File: config.mk
export PLATFORM = sky130hd
export DESIGN_NAME = mux16_scan_ctrl
export DESIGN_NICKNAME = d
export VERILOG_FILES = /design/src/rtl/mux16_scan_ctrl.sv
export SDC_FILE = /design/constraint.sdc
export NUM_CORES = 1
export LEC_CHECK = 0
export ABC_CLOCK_PERIOD_IN_PS = 1300
export BUFFER_PORTS_ARGS = -buffer_cell sky130_fd_sc_hd__buf_4
export CORE_ASPECT_RATIO = 0.9
export CORE_UTILIZATION = 40
export DETAILED_ROUTE_END_ITERATION = 10
export GPL_ROUTABILITY_DRIVEN = 0
export MAX_ROUTING_LAYER = met4
export PLACE_DENSITY = 0.76
export SETUP_SLACK_MARGIN = 0.05
export SLEW_MARGIN = 20
export SYNTH_ARGS = -nofsm -noshare
export SYNTH_HDL_FRONTEND = slang
export SYNTH_SLANG_ARGS = --single-unit
File: constraint.sdc
create_clock -name clk -period 1.3 [get_ports clk]
set_input_delay 0.26 -clock clk [delete_from_list [all_inputs] [get_ports clk]]
set_output_delay 0.26 -clock clk [all_outputs]
set_load 0.005 [all_outputs]
File: src/rtl/mux16_scan_ctrl.sv
// mux16_scan_ctrl
// Serializes a 16-bit word through an external 16:1 multiplexer.
// The word is parked on y16, sel walks across all sixteen inputs, and the
// mux output is sampled back one bit per cycle.
// Reported alongside the bits:
//   - a one-cycle done pulse with the last bit
//   - the running XOR parity of the sampled bits
// The scan can be frozen cycle-by-cycle with hold.
module mux16_scan_ctrl #(
    parameter bit MSB_FIRST = 1'b0
) (
    input  logic        clk,
    input  logic        rst_n,
    input  logic        start,
    input  logic        hold,
    input  logic [15:0] data_in,
    input  logic        mux_q,
    output logic [15:0] y16,
    output logic [3:0]  sel,
    output logic        ser_out,
    output logic        ser_valid,
    output logic        busy,
    output logic        done,
    output logic        parity
);

    typedef enum logic [1:0] {
        IDLE = 2'd0,
        SCAN = 2'd1,
        DONE = 2'd2
    } state_t;

    // Scan starts at input 0 for LSB-first, at input 15 for MSB-first.
    localparam logic [3:0] FIRST_SEL = MSB_FIRST ? 4'd15 : 4'd0;

    state_t     state_r;
    logic [3:0] cnt_r;

    // Fold one sampled bit into the running parity.
    function automatic logic parity_step(input logic acc, input logic sample);
        parity_step = acc ^ sample;
    endfunction

    // Next mux input in scan order; never called on the last sample, so no wrap mid-scan.
    function automatic logic [3:0] next_sel(input logic [3:0] cur);
        if (MSB_FIRST) begin
            next_sel = cur - 4'd1;
        end else begin
            next_sel = cur + 4'd1;
        end
    endfunction

    // Scan FSM with all outputs registered; reset is synchronous and wins over start/hold.
    always_ff @(posedge clk) begin
        if (!rst_n) begin
            state_r   <= IDLE;
            y16       <= 16'h0000;
            sel       <= 4'd0;
            cnt_r     <= 4'd0;
            ser_out   <= 1'b0;
            ser_valid <= 1'b0;
            busy      <= 1'b0;
            done      <= 1'b0;
            parity    <= 1'b0;
        end else begin
            case (state_r)
                IDLE: begin
                    ser_valid <= 1'b0;
                    done      <= 1'b0;
                    if (start) begin
                        y16     <= data_in;
                        sel     <= FIRST_SEL;
                        cnt_r   <= 4'd0;
                        parity  <= 1'b0;
                        busy    <= 1'b1;
                        state_r <= SCAN;
                    end else begin
                        busy    <= 1'b0;
                        state_r <= IDLE;
                    end
                end
                SCAN: begin
                    if (hold) begin
                        // Frozen: sel/cnt/parity/ser_out keep their values, no new bit.
                        ser_valid <= 1'b0;
                    end else begin
                        ser_out   <= mux_q;
                        ser_valid <= 1'b1;
                        parity    <= parity_step(parity, mux_q);
                        cnt_r     <= cnt_r + 4'd1;
                        if (cnt_r == 4'd15) begin
                            // Sixteenth sample: park sel back at the start index.
                            done    <= 1'b1;
                            sel     <= FIRST_SEL;
                            state_r <= DONE;
                        end else begin
                            sel     <= next_sel(sel);
                        end
                    end
                end
                DONE: begin
                    // One settling cycle; start is deliberately not looked at here.
                    ser_valid <= 1'b0;
                    done      <= 1'b0;
                    busy      <= 1'b0;
                    state_r   <= IDLE;
                end
                default: begin
                    ser_valid <= 1'b0;
                    done      <= 1'b0;
                    busy      <= 1'b0;
                    state_r   <= IDLE;
                end
            endcase
        end
    end

endmodule

After elaboration in Yosys (flattened, before gate mapping)
Cells that the tools add are included.
Storage, ports and cells
  flip-flop bits (word level): 31
  latch bits: 0
  ROM bits: 0
  input bits: 21
  memories: 0
  output and inout bits: 25
  RAM bits: 0
Cells by class
  shift operators: 0
  muxes and demuxes: 16
  div/mod/pow operators: 0
  add/subtract/negate cells: 2
  order comparisons: 0
  eq/ne operators: 5
  $mul: 0
  bitwise gates (word level): 2
  reduce and logical (&&, ||, !) cells: 8
Operators by type and width (number)
  4-bit 2-to-1 mux: 4
  4-bit case mux with 2 select lines: 2
  2-bit AND reduction: 5
  4-bit by 1-bit adder with 4-bit output (second input constant): 2
  2-bit != test (second input constant): 3
  1-bit 2-to-1 mux: 5
  4-bit == test (second input constant): 1
  2-bit 2-to-1 mux: 2
  1-bit case mux with 2 select lines: 2
  2-bit case mux with 2 select lines: 1
  3-bit AND reduction: 1
  2-bit by 1-bit == test with 1-bit output (second input constant): 1
  2-bit logical NOT: 1
  2-bit nonzero test: 1
  1-bit NOT: 1
  1-bit XOR: 1

Longest topological paths before layout
  depth after elaboration: 4
  mapped depth: 6
  mapped depth without buffers: 5

Worst setup path before layout
No wires, ideal clock.
  path kind: register to register
  start point: register state_r[0]
  end point: register y16[10]
  setup slack: 0.070 ns
  arrival: 1.114 ns
  path buffers: 2
  setup time: 0.117 ns
  stages on the path, launching flop included: 7
  cells stage by stage: dfxtp_1 > nand2b_4 > nor2_2 > nor2b_1 > buf_4 > buf_4 > a22o_1
Between the ends
  word-level cells in the longest chain between the ends: 2
Ends and longest elaborated chain
  from (decl): line 36  | state_t state_r;
  from (signal assigned): line 56  | state_r <= IDLE;
  from (signal assigned): line 76  | state_r <= SCAN;
  from (signal assigned): line 79  | state_r <= IDLE;
  2-bit logical NOT: line 66  | case (state_r)
  2-bit AND reduction (no line)
  to (signal assigned): line 71  | y16 <= data_in;
  to (decl): line 18  | output logic [15:0] y16,
Every way passes these cells.
A chain may end at the register's enable or synchronous reset.

Final worst setup path
  start point: register cnt_r[1]
  end point: register sel[0]
Between the ends
  word-level cells in the longest chain between the ends: 4
Ends and longest elaborated chain
  from (decl): line 37  | logic [3:0] cnt_r;
  from (signal assigned): line 90  | cnt_r <= cnt_r + 4'd1;
  4-bit == test: line 91  | if (cnt_r == 4'd15) begin
  4-bit 2-to-1 mux: line 91
  4-bit 2-to-1 mux: line 83  | if (hold) begin
  4-bit case mux with 2 select lines: line 66
  to (signal assigned): line 97  | sel <= next_sel(sel);
  to (decl): line 19  | output logic [3:0] sel,
Every way passes these cells. The select of a mux whose other input is x is not followed.

==> metrics.json <==
{
  "tritoncts": {"value": "yes"},
  "postSynthCellCount": {"value": 109},
  "hold-worst-slack": {"value": 138, "unit": "ps"},
  "pin_count_of_the_biggest_net_entering_global_routing": {"value": 19},
  "fp.dieArea": {"value": 0.00313, "unit": "sq mm"},
  "fp.dieW": {"value": 58.9, "unit": "um"},
  "setup_tns": {"value": 0, "unit": "ps"},
  "synth.yosys.warnings": {"value": 0},
  "min-delay-path-class": {"value": "in -> reg"},
  "core-area": {"value": 0.00275, "unit": "sq mm"},
  "clock_tree.buffer_depth": {"value": 2},
  "number_of_flops_mapped_to_enable_cells_by_yosys": {"value": 0},
  "postRouteWirelength": {"value": 2730, "unit": "um"},
  "cp_class": {"value": "reg -> reg"},
  "post_placement_worst_setup_slack": {"value": 5.07, "unit": "ps"},
  "timing_hold_violations_final": {"value": 0},
  "power.leakage": {"value": 0.730, "unit": "nW"},
  "routed_wire_length_per_instance": {"value": 13.6, "unit": "um"},
  "postSynth.topFlopCell": {"value": "sky130_fd_sc_hd__dfxtp_1"},
  "via_per_inst": {"value": 5.04},
  "overflow": {"value": 0},
  "synthDistinctLibCells": {"value": 33},
  "final.min_clock_period": {"value": 1250, "unit": "ps"},
  "start_util": {"value": 42.4, "unit": "%"},
  "design.final.nets": {"value": 183},
  "outcome": {"value": "finished, final reports clean"},
  "tightestPinTransition": {"value": 211, "unit": "ps"},
  "worst-path-max-fanout": {"value": 7},
  "worst_setup_hold_path_clk_slew": {"value": 100, "unit": "ps"},
  "vdd.ir_drop.worst": {"value": 0.000658, "unit": "V"},
  "ctsRootBufferMaster": {"value": "sky130_fd_sc_hd__clkbuf_4"},
  "power.share.switching": {"value": 26.0, "unit": "%"},
  "critical_path.cell_chain": {"value": "ha_2, nand3_4, nand2_1, mux2i_1, and2_1"},
  "timing.critical_path.required": {"value": 1520, "unit": "ps"},
  "post-route-drc-count": {"value": 0},
  "half_perimeter_wire_length_of_the_detailed_placement_result": {"value": 1930, "unit": "um"},
  "synthesis.area": {"value": 0.00116, "unit": "sq mm"},
  "layout_setup_ws": {"value": 53.2, "unit": "ps"},
  "cpMaxStageDelayCell": {"value": "sky130_fd_sc_hd__dfxtp_1"},
  "share_clk_of_total_power": {"value": 28.9, "unit": "%"},
  "row_count": {"value": 18},
  "antenna_cells_inserted": {"value": 0},
  "area_growth": {"value": 40.4, "unit": "%"},
  "min_delay_path_depth": {"value": 2},
  "finish.utilization": {"value": 59.5, "unit": "%"},
  "final_layout_size_suffix_gt1_share": {"value": 42.2, "unit": "%"},
  "number_of_global_route_vias_before_repair": {"value": 888},
  "ys_async_sr_fraction": {"value": 0, "unit": "%"},
  "worst_path_largest_cell_delay": {"value": 370, "unit": "ps"},
  "synth_area_leaders": {"value": "sky130_fd_sc_hd__dfxtp_1 (53%), sky130_fd_sc_hd__a22o_1 (12%), sky130_fd_sc_hd__nand3_1 (3.9%), sky130_fd_sc_hd__a21boi_0 (2.6%), sky130_fd_sc_hd__nor2_1 (2.3%)"},
  "internal_dissipation": {"value": 1.38, "unit": "mW"},
  "io-pin-count": {"value": 46},
  "dr_total_vias": {"value": 1014},
  "clock_skew": {"value": 3.36, "unit": "ps"},
  "pwr-share-seq": {"value": 55.6, "unit": "%"},
  "total_switching_power": {"value": 0.483, "unit": "mW"},
  "worstPathArrival": {"value": 1470, "unit": "ps"},
  "max_freq": {"value": 802, "unit": "MHz"},
  "synth_area_leader_cell": {"value": "sky130_fd_sc_hd__dfxtp_1"},
  "drt_first_iter_violations": {"value": 17},
  "power-per-cell-area": {"value": 1140, "unit": "mW/mm^2"},
  "synthTopCellsByCount": {"value": "sky130_fd_sc_hd__dfxtp_1 (31), sky130_fd_sc_hd__a22o_1 (16), sky130_fd_sc_hd__nand3_1 (9)"},
  "ys_seq_elements": {"value": 31},
  "endpoint_type_of_the_worst_setup_path": {"value": "flip-flop"},
  "finalMaxSlewViolations": {"value": 0},
  "clock_latency": {"value": 320, "unit": "ps"},
  "netlist.area_leader.share": {"value": 53.3, "unit": "%"},
  "port_buffers": {"value": 45},
  "worst_reg_to_reg_cells": {"value": 5},
  "global_route_wire_length_before_repair": {"value": 3880, "unit": "um"},
  "ant_nets": {"value": 0},
  "cts_buffers": {"value": 5},
  "nFillCells": {"value": 241},
  "start_kind": {"value": "flip-flop"},
  "grt_antenna_before_repair": {"value": 0},
  "syn_nets": {"value": 132},
  "ctsHoldBuffers": {"value": 0},
  "maxCapViolations": {"value": 0},
  "avgSynthCellArea": {"value": 10.7, "unit": "sq um"},
  "grt.total_usage": {"value": 17.9, "unit": "%"},
  "die_height": {"value": 53.2, "unit": "um"},
  "drt_pre_antenna_iters": {"value": 4},
  "worst_case_headroom_to_the_max_slew_limit": {"value": 85.5, "unit": "%"},
  "cts_htree_levels": {"value": 2},
  "share_comb_of_total_power": {"value": 15.5, "unit": "%"},
  "fin_crit_sh": {"value": 95.9, "unit": "%"},
  "synth_most_common_cell": {"value": "sky130_fd_sc_hd__dfxtp_1"},
  "ys_seq_area_share": {"value": 53.3, "unit": "%"},
  "setup-violations-final": {"value": 0},
  "sinks_on_clock_net": {"value": 31}
}
==> through the flow <==
step           area (sq um)  std cells  total power [mW]
2_1_floorplan          1160        109              1.19
3_3_place_gp           1540        193              1.33
3_5_place_dp           1540        193              1.33
4_1_cts                1600        201              1.88
5_1_grt                1640        201              1.97
6_report               1640        201              1.86
==> worst paths after layout <==
path	from	to	slack, ps
max	cnt_r[1]$_SDFFE_PN0P_	sel[0]$_SDFFE_PN0P_	50
max reg2reg	cnt_r[1]$_SDFFE_PN0P_	sel[0]$_SDFFE_PN0P_	50
min reg2reg	done$_SDFFE_PN0P_	done$_SDFFE_PN0P_	490
min	data_in[10]	y16[10]$_SDFFE_PN0P_	140
==> critical path, delay by kind of cell, from the launching register on <==
family                   cells  cell delay, ps
adder cells (fa/ha/maj)      1             230
multiplexers                 1             110
flip-flops                   1             370
AND/OR/NAND/NOR              3             430
==> what timing repair did <==
action | in CTS | in global routing
buffers inserted | 0 | 0
resized for setup | 1 | 10
setup endpoints to repair | 1 | 23
==> power groups by stage <==
| stage | registers [mW] | logic, mW | clock network, mW |
|---|---|---|---|
| 3_5_place_dp | 1.05 | 0.281 | 0 |
| 2_1_floorplan | 1.06 | 0.132 | 0 |
| 6_report | 1.03 | 0.289 | 0.539 |
| 3_3_place_gp | 1.05 | 0.272 | 0 |
| 4_1_cts | 1.03 | 0.281 | 0.561 |
| 5_1_grt | 1.04 | 0.313 | 0.611 |
==> final cells by class <==
cell class	count	area, sq um	share of cell area, %
flip-flops and latches	31	623	38.1
clock inverters	2	12.5	0.765
repair buffers	49	368	22.5
well taps	40	50.0	3.06
clock buffers	6	41.3	2.52
multi-input cells	73	541	33.1
==> sequential cells by signal, indices dropped and copies added, names as in the netlist <==
name / cells
done: 1
ser_valid: 1
parity: 1
ser_out: 1
sel: 4
cnt_r: 4
busy: 1
y16: 16
state_r: 2
==> cells in the final DEF, fill, tap and decap left out, types with 2 or more instances in the layout <==
cell,synthesis,layout
sky130_fd_sc_hd__and2_1,2,2
sky130_fd_sc_hd__nor2b_1,3,3
sky130_fd_sc_hd__nand3_1,9,8
sky130_fd_sc_hd__nor2_1,7,6
sky130_fd_sc_hd__nand2_1,5,5
sky130_fd_sc_hd__a21boi_0,4,4
sky130_fd_sc_hd__dfxtp_1,31,29
sky130_fd_sc_hd__dfxtp_2,0,2
sky130_fd_sc_hd__clkbuf_4,0,5
sky130_fd_sc_hd__buf_4,2,49
sky130_fd_sc_hd__nand3b_1,2,2
sky130_fd_sc_hd__a22o_1,16,16
sky130_fd_sc_hd__mux2i_1,2,2
==> metal layers <==
metal  GRT usage, %  vias to the layer above  wire length (um)
li1               -                      503                 -
met3           8.07                        0               129
met1           20.7                      484              1170
met2           28.2                       27              1430
met5              -                        -                 0
met4           4.76                        0                 0
==> cell families (layout without fill, tap and decap cells) <==
family | Yosys count | in the layout | synth area share (%)
simple gates | 38 | 38 | 18.4
flops | 31 | 31 | 53.3
compound gates | 30 | 30 | 20.2
buf+inv | 5 | 57 | 3.54
fa+ha+maj | 2 | 2 | 2.15
mux | 2 | 2 | 1.72
xor+xnor | 1 | 1 | 0.752
Note: power is estimated with default switching activity, not from simulation.
